$ cat config.mk
export PLATFORM = sky130hd
export DESIGN_NAME = hazard_sched
export DESIGN_NICKNAME = d
export VERILOG_FILES = /design/src/rtl/hazard_sched.sv
export SDC_FILE = /design/constraint.sdc
export NUM_CORES = 1
export LEC_CHECK = 0
export ABC_AREA = 0
export BUFFER_PORTS_ARGS = -buffer_cell sky130_fd_sc_hd__buf_2
export CORE_UTILIZATION = 25
export CTS_BUF_LIST = sky130_fd_sc_hd__clkbuf_2
export CTS_CLUSTER_DIAMETER = 30
export DETAILED_ROUTE_END_ITERATION = 8
export GPL_ROUTABILITY_DRIVEN = 1
export SLEW_MARGIN = 0
export SYNTH_ARGS = -nofsm -noshare
export SYNTH_HDL_FRONTEND = slang
export SYNTH_SLANG_ARGS = --single-unit
$ cat constraint.sdc
create_clock -name clk -period 1.4 [get_ports clk]
set_clock_uncertainty 0.1 [all_clocks]
set_input_delay 0.14 -clock clk [delete_from_list [all_inputs] [get_ports clk]]
set_output_delay 0.14 -clock clk [all_outputs]
set_load 0.05 [all_outputs]
$ cat src/rtl/hazard_sched.sv
// Stall/flush scheduler for the five-stage pipeline: sequences multiply/divide
// EX occupancy, freezes the pipe on data-memory wait and squashes on taken branch.
module hazard_sched #(
   parameter int MUL_LAT = 3,
   parameter int DIV_LAT = 33,
   parameter int CNT_W   = 6,
   parameter int MEM_TO  = 255
) (
   input  logic clk,
   input  logic rst,
   input  logic load_use_hazard,
   input  logic ex_mul_start,
   input  logic ex_div_start,
   input  logic branch_taken,
   input  logic dmem_req,
   input  logic dmem_ready,
   output logic pc_stall,
   output logic ifid_stall,
   output logic idex_stall,
   output logic exmem_bubble,
   output logic exmem_stall,
   output logic memwb_stall,
   output logic ifid_flush,
   output logic idex_flush,
   output logic md_busy,
   output logic md_done,
   output logic mem_timeout
);

   typedef enum logic [0:0] {IDLE = 1'b0, MD_BUSY = 1'b1} state_t;

   state_t           state_r;
   logic [CNT_W-1:0] cnt_r;
   logic [7:0]       memwait_r;
   logic             freeze_s;

   assign freeze_s = dmem_req & ~dmem_ready;
   assign md_busy  = (state_r == MD_BUSY);

   // Pipeline control decode, highest priority first
   always_comb begin
      pc_stall     = 1'b0;
      ifid_stall   = 1'b0;
      idex_stall   = 1'b0;
      exmem_bubble = 1'b0;
      exmem_stall  = 1'b0;
      memwb_stall  = 1'b0;
      ifid_flush   = 1'b0;
      idex_flush   = 1'b0;
      md_done      = 1'b0;
      if (rst) begin
         md_done = 1'b0;
      end else if (freeze_s) begin
         pc_stall    = 1'b1;
         ifid_stall  = 1'b1;
         idex_stall  = 1'b1;
         exmem_stall = 1'b1;
         memwb_stall = 1'b1;
      end else if (state_r == MD_BUSY) begin
         if (cnt_r == CNT_W'(1)) begin
            md_done = 1'b1;
         end else begin
            pc_stall     = 1'b1;
            ifid_stall   = 1'b1;
            idex_stall   = 1'b1;
            exmem_bubble = 1'b1;
         end
      end else if (ex_div_start || ex_mul_start || !branch_taken && load_use_hazard) begin
         pc_stall     = 1'b1;
         ifid_stall   = 1'b1;
         idex_stall   = 1'b1;
         exmem_bubble = 1'b1;
      end else if (branch_taken) begin
         // A simultaneous load-use is moot: the dependent instruction is squashed
         ifid_flush = 1'b1;
         idex_flush = 1'b1;
      end else begin
         md_done = 1'b0;
      end
   end

   // Occupancy sequencer and memory-wait watchdog; a freeze holds the sequencer
   always_ff @(posedge clk) begin
      if (rst) begin
         state_r     <= IDLE;
         cnt_r       <= {CNT_W{1'b0}};
         memwait_r   <= 8'd0;
         mem_timeout <= 1'b0;
      end else if (freeze_s) begin
         if (memwait_r != 8'hFF) begin
            memwait_r <= memwait_r + 8'd1;
         end else begin
            memwait_r <= memwait_r;
         end
         if (memwait_r >= 8'(MEM_TO - 1)) begin
            mem_timeout <= 1'b1;
         end else begin
            mem_timeout <= mem_timeout;
         end
      end else begin
         memwait_r <= 8'd0;
         case (state_r)
            IDLE: begin
               if (ex_div_start) begin
                  state_r <= MD_BUSY;
                  cnt_r   <= CNT_W'(DIV_LAT - 1);
               end else if (ex_mul_start) begin
                  state_r <= MD_BUSY;
                  cnt_r   <= CNT_W'(MUL_LAT - 1);
               end else begin
                  state_r <= IDLE;
               end
            end
            MD_BUSY: begin
               if (cnt_r == CNT_W'(1)) begin
                  state_r <= IDLE;
                  cnt_r   <= {CNT_W{1'b0}};
               end else begin
                  cnt_r <= cnt_r - CNT_W'(1);
               end
            end
            default: begin
               state_r <= IDLE;
               cnt_r   <= {CNT_W{1'b0}};
            end
         endcase
      end
   end

endmodule

# --- Word level (Yosys, flattened, before mapping) ---
# Index checks and enable logic that the tools add are counted.
totals:
  ff_bits: 16
  latchBits: 0
  mem_bits_rw: 0
  mem_bits_ro: 0
  in_bits: 8
  out_inout_bits: 11
  elab_cells: 46
  mem_count: 0
classes:
  add_sub_neg: 2
  multipliers: 0
  div_mod_pow: 0
  magnitude_cmp: 1
  n_eq_ne: 3
  n_shift: 0
  n_mux: 25
  bitwise_logic: 4
  reduce_logical: 7
ops:
  columns: ["operator", "count"]
  rows:
  - ["two-way mux 1 bit", 20]
  - ["two-way mux 6 bit", 3]
  - ["case mux 6 bit (2 select lines)", 1]
  - ["adder 8 x 1 -> 8 bit (second input constant)", 1]
  - ["greater-or-equal comparator 8 bit (second input constant)", 1]
  - ["inequality test 8 bit (second input constant)", 1]
  - ["equality test 6 x 1 -> 1 bit (second input constant)", 1]
  - ["subtractor 6 x 1 -> 6 bit (second input constant)", 1]
  - ["AND reduction 2 bit", 2]
  - ["inequality test 3 bit (second input constant)", 1]
  - ["NOT 1 bit", 3]
  - ["logical OR 1 bit", 2]
  - ["case mux 1 bit (2 select lines)", 1]
  - ["OR reduction 2 bit", 1]
  - ["bitwise AND 1 bit", 1]
  - ["logical AND 1 bit", 1]
  - ["zero test 1 bit", 1]

# --- Depth between registers and ports, before layout ---
logic_depth:
  ltp_word: 7
  depth_mapped: 6
  ltp_nobuf: 6

# --- Worst setup path after synthesis ---
# No wires, ideal clock.
synth_path:
  path_type: "reg-to-output"
  start: "reg state_r (netlist: md_busy)"
  end: "out ifid_flush"
  arrival_time_ns: 3.210
  required_ns: 1.160
  slack_ns: -2.050
  stages_incl_launch_ff: 5
  path_buffers: 2
  cell_sequence: "dfxtp_1 > buf_6 > or3_4 > nor4b_1 > buf_4"
synth_via:
  elab_chain_len: 3
synth_lines:
  columns: ["element", "line", "rtl"]
  rows:
  - ["start, declared", "32", "state_t state_r;"]
  - ["start signal, assigned", "85", "state_r <= IDLE;"]
  - ["start signal, assigned", "105", "state_r <= MD_BUSY;"]
  - ["start signal, assigned", "108", "state_r <= MD_BUSY;"]
  - ["two-way mux 1 bit (3 in series)", null, null]
  - ["end, declared", "23", "output logic ifid_flush,"]
# Every way passes these cells.

# --- Worst setup path in the final report ---
layout_path:
  start: "reg cnt_r[5]"
  end: "out md_done"
layout_via:
  elab_chain_len: 5
layout_lines:
  columns: ["element", "line", "rtl"]
  rows:
  - ["start, declared", "33", "logic [CNT_W-1:0] cnt_r;"]
  - ["start signal, assigned", "86", "cnt_r <= {CNT_W{1'b0}};"]
  - ["start signal, assigned", "106", "cnt_r <= CNT_W'(DIV_LAT - 1);"]
  - ["start signal, assigned", "109", "cnt_r <= CNT_W'(MUL_LAT - 1);"]
  - ["equality test 6 x 1 -> 1 bit", "60", "if (cnt_r == CNT_W'(1)) begin"]
  - ["two-way mux 1 bit", "60", null]
  - ["two-way mux 1 bit", "59", "end else if (state_r == MD_BUSY) begin"]
  - ["two-way mux 1 bit", "53", "end else if (freeze_s) begin"]
  - ["two-way mux 1 bit", "51", "if (rst) begin"]
  - ["end, declared", "26", "output logic md_done,"]
# Every way passes these cells.

==> flow_summary.ini <==
[floorplanning]
die_y_um = 62.6
dieArea_mm2 = 0.00392
initial_core_util_pct = 26.8
rows = 21
coreArea_mm2 = 0.00342
dieWidth_um = 62.6
io_pins = 19

[setup_path]
timing.rr.end = md_busy$_SDFFE_PP0N_
cp_max_fo = 2
required_ns = 1.16
cp.depth = 5
critPathKind = reg -> out
critPathArrivalTime_ns = 1.58
crit_family = simple AND/OR/NAND/NOR gates
r2r_start = cnt_r[5]$_SDFFE_PP0P_
slowest_stage = dfxtp_2
path_cells = nor4_4 -> nand3_2 -> buf_6 -> nor3_4 -> buf_6
reg2reg_setup_slack_ns = -0.18
end_kind = output pin
cp.buffers_inverters = 2
rr_worst_depth = 7
critPathLaunchType = flop
crit_top_cell = buf_6
critPathMaxStageDelay_ns = 0.37

[worst_hold_path]
hold_start = rst
hold_path_class = in -> reg
min_delay_path_depth = 2
min_to = md_busy$_SDFFE_PP0N_

[final_layout]
n_antenna_cell = 0
instances_no_fill = 196
drive_gt1_share_pct = 52.0
num-nets-final = 163
area_growth_syn_to_layout_pct = 58.7
fillCellCount = 350
post-route-util_pct = 42.6

[timing]
finalHoldWorstSlack_ns = 0.0721
relSlewSlack_pct = 72.8
rsz0062_at_grt = true
max_freq_ghz = 0.548
setup_viol = 10
fin_crit_sh_pct = 130
finalHoldViolCount = 0
layout_setup_ws_ns = -0.425
worstMarginPinSlew_ns = 0.408
timing.final.crit_period_ns = 1.82
final_max_slew_viol_count = 0
tns_ns = -2.95

[detailed_routing]
routedWlPerCell_um = 12.7
dr.first_iter.drc_count = 51
vias = 954
drt-pass1-iter-count = 4
finalWirelength_um = 2500
drtAntennaViolNets = 0
via_per_inst = 4.87
route.detailed.drc = 0

[run_status]
violations = setup timing
status = finished with violations

[run]
drv_cap = 0

[yosys]
synth.top_cell.area_share_pct = 34.9
ys_async_sr_fraction_pct = 0
synthTopCellsByCount = dfxtp_1 (16), nor2_1 (10), a21oi_1 (9)
ys_seq_elements = 16
ys.warnings.count = 0
synth_edf_count = 0
avgSynthCellArea_um2 = 8.19
synth_most_common_cell = dfxtp_1
synth_area_leaders = dfxtp_1 (35%), ha_1 (5.5%), a21oi_1 (4.9%)
synth_cells = 112
synth.distinct_cells = 38
post-synth-top-area-cell = dfxtp_1
synthFlopType = dfxtp_1
netlist_area_um2 = 917
synth_nets = 124
yosysSeqAreaShare_pct = 34.9

[clocking]
clockRootBuffer = clkbuf_2
ctsHoldBuffers = 0
clockBufferDepth = 2
cts.sinks = 16
clkTransAtPathRegs_ns = 0.18
cts_buffers = 3
cts_tree = yes
clock_latency_ns = 0.31
htreeDepth = 1

[global_route]
grt_overflow_total = 0
first_global_vias = 891
grt_max_degree = 11
grt_util_all_layers_pct = 12.8
grt_antenna_before_repair = 0
grt_pass1_wl_um = 3990

[pwr]
power_density_mw_per_mm2 = 787
ir_drop_uv = 454
p_leak_nw = 0.582

[placement]
globalplace.congestion = 0.808
dp_hpwl_um = 1720
dp.cells = 187
place_ws_ns = -0.211
place.port_buffers = 18
[power breakdown]
group | switching (W) | leakage, nW | internal, W | total [W]
logic | 0.000222 | 0.435 | 0.000194 | 0.000415
registers | 0.0000185 | 0.133 | 0.000478 | 0.000497
clock network | 0.000170 | 0.0140 | 0.0000621 | 0.000232
[cells in the final DEF (no fill, tap or decap), types with 3 or more instances in the layout]
cell type  netlist  routed
buf_2            2      10
buf_6            1      11
clkbuf_2         1       3
nand3_1          6       5
xnor2_1          3       3
a31oi_1          6       6
a211oi_1         3       3
dfxtp_2          0       5
buf_4            4      21
dfxtp_1         16       9
nor2_1          10      10
a21oi_1          9       7
nor3_1           7       4
nand2_1          6       5
[per-layer routing]
metal  vias to the layer above  track usage [%]  part of all wire, %
met3                         2             3.83                  5.2
li1                        477                -                    -
met5                         -                0                    0
met1                       449             15.1                   45
met2                        26             23.0                   50
met4                         0             1.74                 0.56
[stage by stage]
| stage | total power, W | cell area, µm² |
|---|---|---|
| 3_3_place_gp | 0.000810 | 1230 |
| 3_5_place_dp | 0.000818 | 1230 |
| 4_1_cts | 0.00107 | 1330 |
| 6_report | 0.00114 | 1460 |
| 5_1_grt | 0.00120 | 1460 |
| 2_1_floorplan | 0.000722 | 1000 |
[state kept, by name, indices dropped and copies added, names as in the netlist]
| name | cells |
|---|---|
| memwait_r | 8 |
| cnt_r | 6 |
| mem_timeout | 1 |
| md_busy | 1 |
[how the worst max path moves through the flow]
stage	start	end	slack, ns
floorplan	md_busy$_SDFFE_PP0N_	ifid_flush	-0.70
global placement	md_busy$_SDFFE_PP0N_	idex_stall	-0.18
detailed placement	md_busy$_SDFFE_PP0N_	idex_stall	-0.21
CTS	cnt_r[2]$_SDFFE_PP0P_	md_done	-0.48
global route	cnt_r[5]$_SDFFE_PP0P_	md_done	-0.50
finish	cnt_r[5]$_SDFFE_PP0P_	md_done	-0.42
[what timing repair did]
item,4_1_cts,5_1_grt
pin swaps,6,11
setup buffers,1,5
gates resized for setup,21,27
endpoints found under the setup margin,14,18
[logic make-up after synthesis]
kind of cell / synth area share (%)
and+or+nand+nor: 28.4
buffers and inverters: 9.00
muxes: 1.09
adders and majority gates: 5.46
DFF: 34.9
xor gates and xnor gates: 2.87
AOI/OAI and AO/OA: 18.3
[area by class of cell]
type | count | area [µm²] | area share, %
clock inverter | 1 | 3.75 | 0.258
sequential | 16 | 334 | 23.0
multi-input combinational | 81 | 674 | 46.3
timing repair buffer | 43 | 339 | 23.3
clock buffer | 3 | 15.0 | 1.03
inverter | 6 | 31.3 | 2.15
tap | 46 | 57.6 | 3.96
Power figures use the tool's default switching activity.
